**src/rtl/dram_pkg.sv**
```systemverilog
// Shared types and default timing constants for the DRAM timing controller.
package dram_pkg;

    typedef enum logic [2:0] {
        NOP = 3'd0,
        ACT = 3'd1,
        RD  = 3'd2,
        WR  = 3'd3,
        PRE = 3'd4,
        REF = 3'd5
    } dram_cmd_t;

    typedef enum logic [2:0] {
        IDLE     = 3'd0,
        ACT_WAIT = 3'd1,
        RD_WAIT  = 3'd2,
        RD_BURST = 3'd3,
        WR_WAIT  = 3'd4,
        WR_BURST = 3'd5,
        PRE_WAIT = 3'd6,
        REF_WAIT = 3'd7
    } timing_state_t;

    localparam int DEF_CNT_W   = 8;
    localparam int DEF_REFI_W  = 16;
    localparam int DEF_T_RCD   = 4;
    localparam int DEF_T_CL    = 5;
    localparam int DEF_T_CWL   = 4;
    localparam int DEF_T_BURST = 4;
    localparam int DEF_T_RP    = 4;
    localparam int DEF_T_RFC   = 16;
    localparam int DEF_T_REFI  = 100;

endpackage

```
**src/rtl/refresh_timer.sv**
```systemverilog
// Free-running refresh-interval down-counter and sticky refresh request.
// Only instantiated when DRAM_AUTO_REFRESH_EN is defined.
module refresh_timer
    import dram_pkg::*;
#(
    parameter int REFI_W = DEF_REFI_W,
    parameter int T_REFI = DEF_T_REFI
) (
    input  logic CLK,
    input  logic nRST,
    input  logic ref_done,
    output logic rf_req
);

    localparam logic [REFI_W-1:0] RELOAD = REFI_W'(T_REFI - 1);
    localparam logic [REFI_W-1:0] ONE    = REFI_W'(1);

    logic [REFI_W-1:0] refi_cnt_q, refi_cnt_d;
    logic              rf_req_q, rf_req_d;
    logic              expire;

    // An expiry wins over a simultaneous ref_done so a new interval is never lost.
    always_comb begin
        expire     = (refi_cnt_q == '0);
        refi_cnt_d = expire ? RELOAD : (refi_cnt_q - ONE);
        rf_req_d   = rf_req_q;
        if (expire) begin
            rf_req_d = 1'b1;
        end else if (ref_done) begin
            rf_req_d = 1'b0;
        end
    end

    always_ff @(posedge CLK or negedge nRST) begin
        if (!nRST) begin
            refi_cnt_q <= RELOAD;
            rf_req_q   <= 1'b0;
        end else begin
            refi_cnt_q <= refi_cnt_d;
            rf_req_q   <= rf_req_d;
        end
    end

    assign rf_req = rf_req_q;

endmodule

```
**src/rtl/dram_timing_ctrl.sv**
```systemverilog
// Times issued DRAM commands, returns done pulses and burst windows.
// Automatic refresh requests are compiled in only with DRAM_AUTO_REFRESH_EN.
//
// state    | meaning
// IDLE     | waiting for cmd_issue
// ACT_WAIT | counting tRCD after ACT
// RD_WAIT  | counting CAS latency before the read burst
// RD_BURST | rd_en window, T_BURST cycles
// WR_WAIT  | counting CAS write latency before the write burst
// WR_BURST | wr_en window, T_BURST cycles
// PRE_WAIT | counting tRP after PRE
// REF_WAIT | counting tRFC after REF
module dram_timing_ctrl
    import dram_pkg::*;
#(
    parameter int CNT_W   = DEF_CNT_W,
    parameter int REFI_W  = DEF_REFI_W,
    parameter int T_RCD   = DEF_T_RCD,
    parameter int T_CL    = DEF_T_CL,
    parameter int T_CWL   = DEF_T_CWL,
    parameter int T_BURST = DEF_T_BURST,
    parameter int T_RP    = DEF_T_RP,
    parameter int T_RFC   = DEF_T_RFC,
    parameter int T_REFI  = DEF_T_REFI
) (
    input  logic       CLK,
    input  logic       nRST,
    input  logic       cmd_issue,
    input  logic [2:0] cmd,
    output logic       tACT_done,
    output logic       tWR_done,
    output logic       tRD_done,
    output logic       tPRE_done,
    output logic       tREF_done,
    output logic       rf_req,
    output logic       wr_en,
    output logic       rd_en,
    output logic       clear,
    output logic       busy
);

    if (T_RCD < 1 || T_CL < 1 || T_CWL < 1 || T_BURST < 1 ||
        T_RP < 1 || T_RFC < 1 || T_REFI < 1) begin : g_bad_min
        $error("dram_timing_ctrl: every timing parameter must be >= 1");
    end
    if (longint'(T_RCD) >= (longint'(1) << CNT_W) || longint'(T_CL) >= (longint'(1) << CNT_W) ||
        longint'(T_CWL) >= (longint'(1) << CNT_W) || longint'(T_BURST) >= (longint'(1) << CNT_W) ||
        longint'(T_RP) >= (longint'(1) << CNT_W) || longint'(T_RFC) >= (longint'(1) << CNT_W) ||
        longint'(T_REFI) >= (longint'(1) << REFI_W)) begin : g_bad_width
        $error("dram_timing_ctrl: timing parameter does not fit its counter");
    end

    localparam logic [CNT_W-1:0] LD_RCD   = CNT_W'(T_RCD - 1);
    localparam logic [CNT_W-1:0] LD_CL    = CNT_W'(T_CL - 1);
    localparam logic [CNT_W-1:0] LD_CWL   = CNT_W'(T_CWL - 1);
    localparam logic [CNT_W-1:0] LD_BURST = CNT_W'(T_BURST - 1);
    localparam logic [CNT_W-1:0] LD_RP    = CNT_W'(T_RP - 1);
    localparam logic [CNT_W-1:0] LD_RFC   = CNT_W'(T_RFC - 1);
    localparam logic [CNT_W-1:0] ONE      = CNT_W'(1);

    timing_state_t    state_q, state_d;
    logic [CNT_W-1:0] cnt_q, cnt_d;
    logic             act_done_q, act_done_d;
    logic             wr_done_q, wr_done_d;
    logic             rd_done_q, rd_done_d;
    logic             pre_done_q, pre_done_d;
    logic             ref_done_q, ref_done_d;
    logic             wr_en_q, wr_en_d;
    logic             rd_en_q, rd_en_d;
    logic             clear_q, clear_d;
    logic             busy_q, busy_d;
    logic             last_d;

    // The last latency cycle hands straight to the burst so the data window
    // opens exactly T_CL/T_CWL cycles after issue.
    always_comb begin
        state_d = state_q;
        cnt_d   = cnt_q;
        case (state_q)
            IDLE: begin
                if (cmd_issue) begin
                    case (dram_cmd_t'(cmd))
                        ACT: begin
                            state_d = ACT_WAIT;
                            cnt_d   = LD_RCD;
                        end
                        RD: begin
                            state_d = (T_CL == 1) ? RD_BURST : RD_WAIT;
                            cnt_d   = (T_CL == 1) ? LD_BURST : LD_CL;
                        end
                        WR: begin
                            state_d = (T_CWL == 1) ? WR_BURST : WR_WAIT;
                            cnt_d   = (T_CWL == 1) ? LD_BURST : LD_CWL;
                        end
                        PRE: begin
                            state_d = PRE_WAIT;
                            cnt_d   = LD_RP;
                        end
                        REF: begin
                            state_d = REF_WAIT;
                            cnt_d   = LD_RFC;
                        end
                        default: begin
                            state_d = IDLE;
                        end
                    endcase
                end
            end
            RD_WAIT, WR_WAIT: begin
                if (cnt_q <= ONE) begin
                    state_d = (state_q == RD_WAIT) ? RD_BURST : WR_BURST;
                    cnt_d   = LD_BURST;
                end else begin
                    cnt_d = cnt_q - ONE;
                end
            end
            ACT_WAIT, PRE_WAIT, REF_WAIT, RD_BURST, WR_BURST: begin
                if (cnt_q == '0) begin
                    state_d = IDLE;
                end else begin
                    cnt_d = cnt_q - ONE;
                end
            end
            default: begin
                state_d = IDLE;
                cnt_d   = '0;
            end
        endcase

        last_d     = (cnt_d == '0);
        act_done_d = (state_d == ACT_WAIT) && last_d;
        pre_done_d = (state_d == PRE_WAIT) && last_d;
        ref_done_d = (state_d == REF_WAIT) && last_d;
        rd_done_d  = (state_d == RD_BURST) && last_d;
        wr_done_d  = (state_d == WR_BURST) && last_d;
        rd_en_d    = (state_d == RD_BURST);
        wr_en_d    = (state_d == WR_BURST);
        clear_d    = act_done_d | pre_done_d | ref_done_d | rd_done_d | wr_done_d;
        busy_d     = (state_d != IDLE);
    end

    always_ff @(posedge CLK or negedge nRST) begin
        if (!nRST) begin
            state_q    <= IDLE;
            cnt_q      <= '0;
            act_done_q <= 1'b0;
            wr_done_q  <= 1'b0;
            rd_done_q  <= 1'b0;
            pre_done_q <= 1'b0;
            ref_done_q <= 1'b0;
            wr_en_q    <= 1'b0;
            rd_en_q    <= 1'b0;
            clear_q    <= 1'b0;
            busy_q     <= 1'b0;
        end else begin
            state_q    <= state_d;
            cnt_q      <= cnt_d;
            act_done_q <= act_done_d;
            wr_done_q  <= wr_done_d;
            rd_done_q  <= rd_done_d;
            pre_done_q <= pre_done_d;
            ref_done_q <= ref_done_d;
            wr_en_q    <= wr_en_d;
            rd_en_q    <= rd_en_d;
            clear_q    <= clear_d;
            busy_q     <= busy_d;
        end
    end

`ifdef DRAM_AUTO_REFRESH_EN
    refresh_timer #(
        .REFI_W (REFI_W),
        .T_REFI (T_REFI)
    ) u_refresh_timer (
        .CLK      (CLK),
        .nRST     (nRST),
        .ref_done (ref_done_q),
        .rf_req   (rf_req)
    );
`else
    assign rf_req = 1'b0;
`endif

    assign tACT_done = act_done_q;
    assign tWR_done  = wr_done_q;
    assign tRD_done  = rd_done_q;
    assign tPRE_done = pre_done_q;
    assign tREF_done = ref_done_q;
    assign wr_en     = wr_en_q;
    assign rd_en     = rd_en_q;
    assign clear     = clear_q;
    assign busy      = busy_q;

endmodule
```
**config.mk**
```make
export PLATFORM = sky130hd
export DESIGN_NAME = dram_timing_ctrl
export DESIGN_NICKNAME = d
export VERILOG_FILES = /design/src/rtl/dram_pkg.sv /design/src/rtl/refresh_timer.sv /design/src/rtl/dram_timing_ctrl.sv
export SDC_FILE = /design/constraint.sdc
export NUM_CORES = 1
export LEC_CHECK = 0
export ABC_AREA = 1
export CORE_MARGIN = 5
export CORE_UTILIZATION = 50
export CTS_BUF_LIST = sky130_fd_sc_hd__clkbuf_4
export CTS_CLUSTER_SIZE = 30
export DETAILED_ROUTE_END_ITERATION = 16
export GPL_ROUTABILITY_DRIVEN = 1
export HOLD_SLACK_MARGIN = 0.03
export MAX_ROUTING_LAYER = met4
export PLACE_DENSITY = 0.73
export SKIP_CTS_REPAIR_TIMING = 1
export SYNTH_ARGS = -nofsm -noshare
export SYNTH_HDL_FRONTEND = slang
export SYNTH_HIERARCHICAL = 1
export SYNTH_SLANG_ARGS = --single-unit
```
**constraint.sdc**
```tcl
create_clock -name CLK -period 2.1 [get_ports CLK]
set_input_delay 0.42 -clock CLK [delete_from_list [all_inputs] [get_ports CLK]]
set_output_delay 0.42 -clock CLK [all_outputs]
set_load 0.01 [all_outputs]
```
==> results of run 1 <==
layout make-up:
class,instances,share of cell area
well taps,31,0.02336
inverters,35,0.07913
clock buffers,3,0.01356
multi-input cells,148,0.4393
repair buffers,23,0.1251
clock inverters,1,0.01809
flip-flops and latches,20,0.3014
state kept, by name, indices dropped and copies added, names as in the netlist:
signal / flops
cnt_q: 8
state_q: 3
busy: 1
clear: 1
rd_en: 1
tACT_done: 1
tPRE_done: 1
tRD_done: 1
tREF_done: 1
tWR_done: 1
wr_en: 1
per-layer routing:
layer / wire (um) / share of wire
met1: 1339 / 0.49
met4: 21 / 0.0078
met3: 60 / 0.022
met5: 0 / 0
met2: 1285 / 0.47
worst paths after layout:
kind	startpoint	endpoint	slack [ns]	cells after the start
max in group asynchronous	nRST	state_q[1]	1.46	2
min in group CLK	cnt_q[5]	cnt_q[5]	0.70	4
worst max register to register	cnt_q[0]	tACT_done	0.21	13
worst max-delay path	cnt_q[0]	tACT_done	0.21	13
worst min-delay path	nRST	cnt_q[1]	0.44	2
worst min register to register	cnt_q[5]	cnt_q[5]	0.70	4
worst reg2reg max path, cell delays in order (launching register included):
cell                      delay (ns)
sky130_fd_sc_hd__dfrtp_1        0.44
sky130_fd_sc_hd__inv_1          0.09
sky130_fd_sc_hd__buf_4          0.15
sky130_fd_sc_hd__ha_1           0.16
sky130_fd_sc_hd__nand2_2        0.08
sky130_fd_sc_hd__inv_2          0.06
sky130_fd_sc_hd__nand2_2        0.08
sky130_fd_sc_hd__nand2_2        0.07
sky130_fd_sc_hd__nand2_2        0.09
sky130_fd_sc_hd__a21oi_1        0.20
sky130_fd_sc_hd__nand2_1        0.12
sky130_fd_sc_hd__nor2_4         0.11
sky130_fd_sc_hd__nand2_4        0.09
sky130_fd_sc_hd__nor2_2         0.09
power by group through the flow:
stage / Combinational (W) / Clock (W) / Sequential [W]
final: 0.00151 / 0.000315 / 0.000597
after global placement: 0.00150 / 0 / 0.000605
after CTS: 0.00153 / 0.000322 / 0.000597
after global routing: 0.00172 / 0.000342 / 0.000613
after floorplan: 0.00118 / 0 / 0.000593
after detailed placement: 0.00152 / 0 / 0.000603
cell families (layout without fill, tap and decap cells):
family / Yosys count / count (layout) / synth area share
xor+xnor: 1 / 1 / 0.006400
fa+ha+maj: 4 / 4 / 0.03656
other cells: 1 / 1 / 0.002740
flops: 20 / 20 / 0.3656
compound gates: 11 / 11 / 0.05211
simple gates: 131 / 131 / 0.4351
buf+inv: 36 / 62 / 0.1015
metrics by stage:
step | hold slack (ns) | worst slack [ns] | utilization | power [W]
floorplan | 0.1244 | 0.2935 | - | 0.001770
global placement | 0.6503 | -0.05061 | 0.5985 | 0.002103
detailed placement | 0.6662 | -0.07940 | 0.5985 | 0.002121
CTS | 0.4398 | 0.1911 | 0.6181 | 0.002444
global route | 0.4517 | 0.02110 | 0.6181 | 0.002675
finish | 0.4371 | 0.2076 | 0.6181 | 0.002426
cell usage in the layout (no fill, tap or decap), drive strengths merged:
| cell | n |
|---|---|
| buf | 9 |
| nor3 | 1 |
| xor2 | 1 |
| clkbuf | 3 |
| nand2 | 64 |
| o21ai | 5 |
| clkdlybuf4s50 | 14 |
| dfrtp | 20 |
| nor2 | 48 |
| nand3 | 16 |
| conb | 1 |
| nand4 | 2 |
| a21oi | 5 |
| inv | 35 |
| bufinv | 1 |
| a31oi | 1 |
| ha | 4 |
==> impl_summary.log, run 1 <==
INFO  metric cap_violations = 0
INFO  metric ratio_of_cells_with_drive_above_1_in_the_final_layout = 0.2043
INFO  metric detailedRoute.firstIterationViolations = 49
INFO  metric cellInternalPower = 0.001236 W
INFO  metric die_width = 62.32 um
INFO  metric synth_cell_type_count = 21
INFO  metric pwr-share-clk = 0.130
INFO  metric synth.top_cells.by_area = sky130_fd_sc_hd__dfrtp_1 (37%), sky130_fd_sc_hd__nand2_1 (16%), sky130_fd_sc_hd__nor2_1 (8.8%)
INFO  metric yosysWarningCount = 6
INFO  metric critical_path.most_common_cell = sky130_fd_sc_hd__nand2_2
INFO  metric footprint_of_the_flip_flops_and_latches = 500.5 sq um
INFO  metric fin_setup_tns = 0 ns
INFO  metric grt_first_pass_wirelength = 4816 um
INFO  metric number_of_cell_rows = 19
INFO  metric sequentialPowerShare = 0.246
INFO  metric ant_nets = 0
INFO  metric power.density = 1461 mW/mm^2
INFO  metric finalNetCount = 241
INFO  metric netlist_instances = 204
INFO  metric final_skew = 0.001004 ns
INFO  metric worst_ep_arrival_time = 2.14 ns
INFO  metric synthesis.area_per_instance = 6.710 sq um
INFO  metric critPathKind = reg2reg
INFO  metric clock_insertion_delay_worst_skew = 0.30 ns
INFO  metric maxSlewViolCount = 0
INFO  metric drt_drc_violations_left = 0
INFO  metric fmax = 528.4 MHz
INFO  metric average_wire_length_per_cell_after_detail_routing = 10.37 um
INFO  metric layout-area-overhead-vs-synth = 21.30%
INFO  metric globalRoute.totalOverflow = 0
INFO  metric start_util = 0.5095
INFO  metric critPathSlowestCell = sky130_fd_sc_hd__dfrtp_1
INFO  metric combPwrFrac = 0.624
INFO  metric core = 0.002686 sq mm
INFO  metric syn_area = 0.001369 sq mm
INFO  metric met2_usage = 0.2539
INFO  metric cts_tree = done
INFO  metric critical-path-max-stage-delay = 0.44 ns
INFO  metric route.detailed.vias_per_inst = 4.697
INFO  metric portBuffers = 14
INFO  metric cts.htree.levels = 1
INFO  metric gp_routability_congestion = 0.8580
INFO  metric synth_seq_area_share = 0.3656
INFO  metric placedInstanceArea = 0.001608 sq mm
INFO  metric timing.final.crit_share = 0.9011
INFO  metric drt_pass1_iterations = 4
INFO  metric kind_of_launch_point_of_the_worst_setup_path = register
INFO  metric number_of_global_route_vias_before_repair = 1153
INFO  metric postSynth.topFlopCell = sky130_fd_sc_hd__dfrtp_1
INFO  metric fillerInstances = 252
INFO  metric power_switching = 0.001190 W
INFO  metric vdd_ir_drop_max = 929.0 uV
INFO  metric sw_frac_of_total = 0.4906
INFO  metric grt-busiest-layer = met2
INFO  metric sink_count_of_the_clock_tree = 20
INFO  metric asyncSetResetFlopFracSynth = 1.000
INFO  metric setup_viol = 0
INFO  metric ctsLongestPathBuffers = 2
INFO  metric non_filler_instance_count_after_layout = 261
INFO  metric cts_made_buffers = 3
INFO  metric floorplan.die_area = 0.003884 sq mm
INFO  metric critical_path_peak_fanout = 7
INFO  metric dieHeight = 62.32 um
INFO  metric pin_count = 16
INFO  metric final_design_area_no_fill = 0.001660 sq mm
INFO  metric met1_usage_grt = 0.1914
INFO  metric multi_input_area = 729.5 sq um
INFO  metric critical-path-top-delay-family = simple AND/OR/NAND/NOR gates
INFO  metric synth.net_count = 214
INFO  metric synthMostInstantiatedCell = sky130_fd_sc_hd__nand2_1
INFO  metric status = completed
INFO  metric ctsRootBufferMaster = sky130_fd_sc_hd__clkbuf_4
INFO  metric diodes = 0
INFO  metric final_wl = 2706 um
INFO  metric post-synth-top-area-fraction = 0.3656
INFO  metric grt_start_max_net_pins = 21
INFO  metric crit_path_cell_trace = inv_1, buf_4, ha_1, nand2_2, inv_2, nand2_2, nand2_2, nand2_2, a21oi_1, nand2_1, nor2_4, nand2_4, nor2_2
INFO  metric report.final.hold_viol_count = 0
INFO  metric cp_num_buf_inv = 3
INFO  metric via_count = 1226
INFO  metric hold_class = in2async
INFO  metric total_leakage_power = 0.9204 nW
INFO  metric synth.top_cells.by_count = sky130_fd_sc_hd__nand2_1 (57), sky130_fd_sc_hd__nor2_1 (32), sky130_fd_sc_hd__inv_1 (28), sky130_fd_sc_hd__dfrtp_1 (20), sky130_fd_sc_hd__nand3_1 (16)
INFO  metric grt_usage = 0.1527
INFO  metric rsz0062_at_grt = no
INFO  metric count_of_flip_flops_with_a_built_in_enable_after_synthesis = 0
INFO  metric postSynthRegisterBits = 20
INFO  metric clk_pin_slew = 0.12 ns
INFO  metric critPathRequiredTime = 2.34 ns
INFO  metric final_worst_path_period_need = 1.892 ns
INFO  metric antenna_violations_before_repair = 0
INFO  metric synth_largest_area_cell = sky130_fd_sc_hd__dfrtp_1
INFO  metric timing.critical_path.to_type = register
INFO  metric met3_usage = 0.02162
INFO  metric dpl.hpwl = 2179 um
INFO  metric numPlacedInstances = 257
Note: power is estimated with default switching activity, not from simulation.
==> run 2, diff against run 1 <==
Settings changed: CAP_MARGIN set to 20.
==> results of run 2 <==
No change in the layout: final DEF, timing and power equal those of run 1.
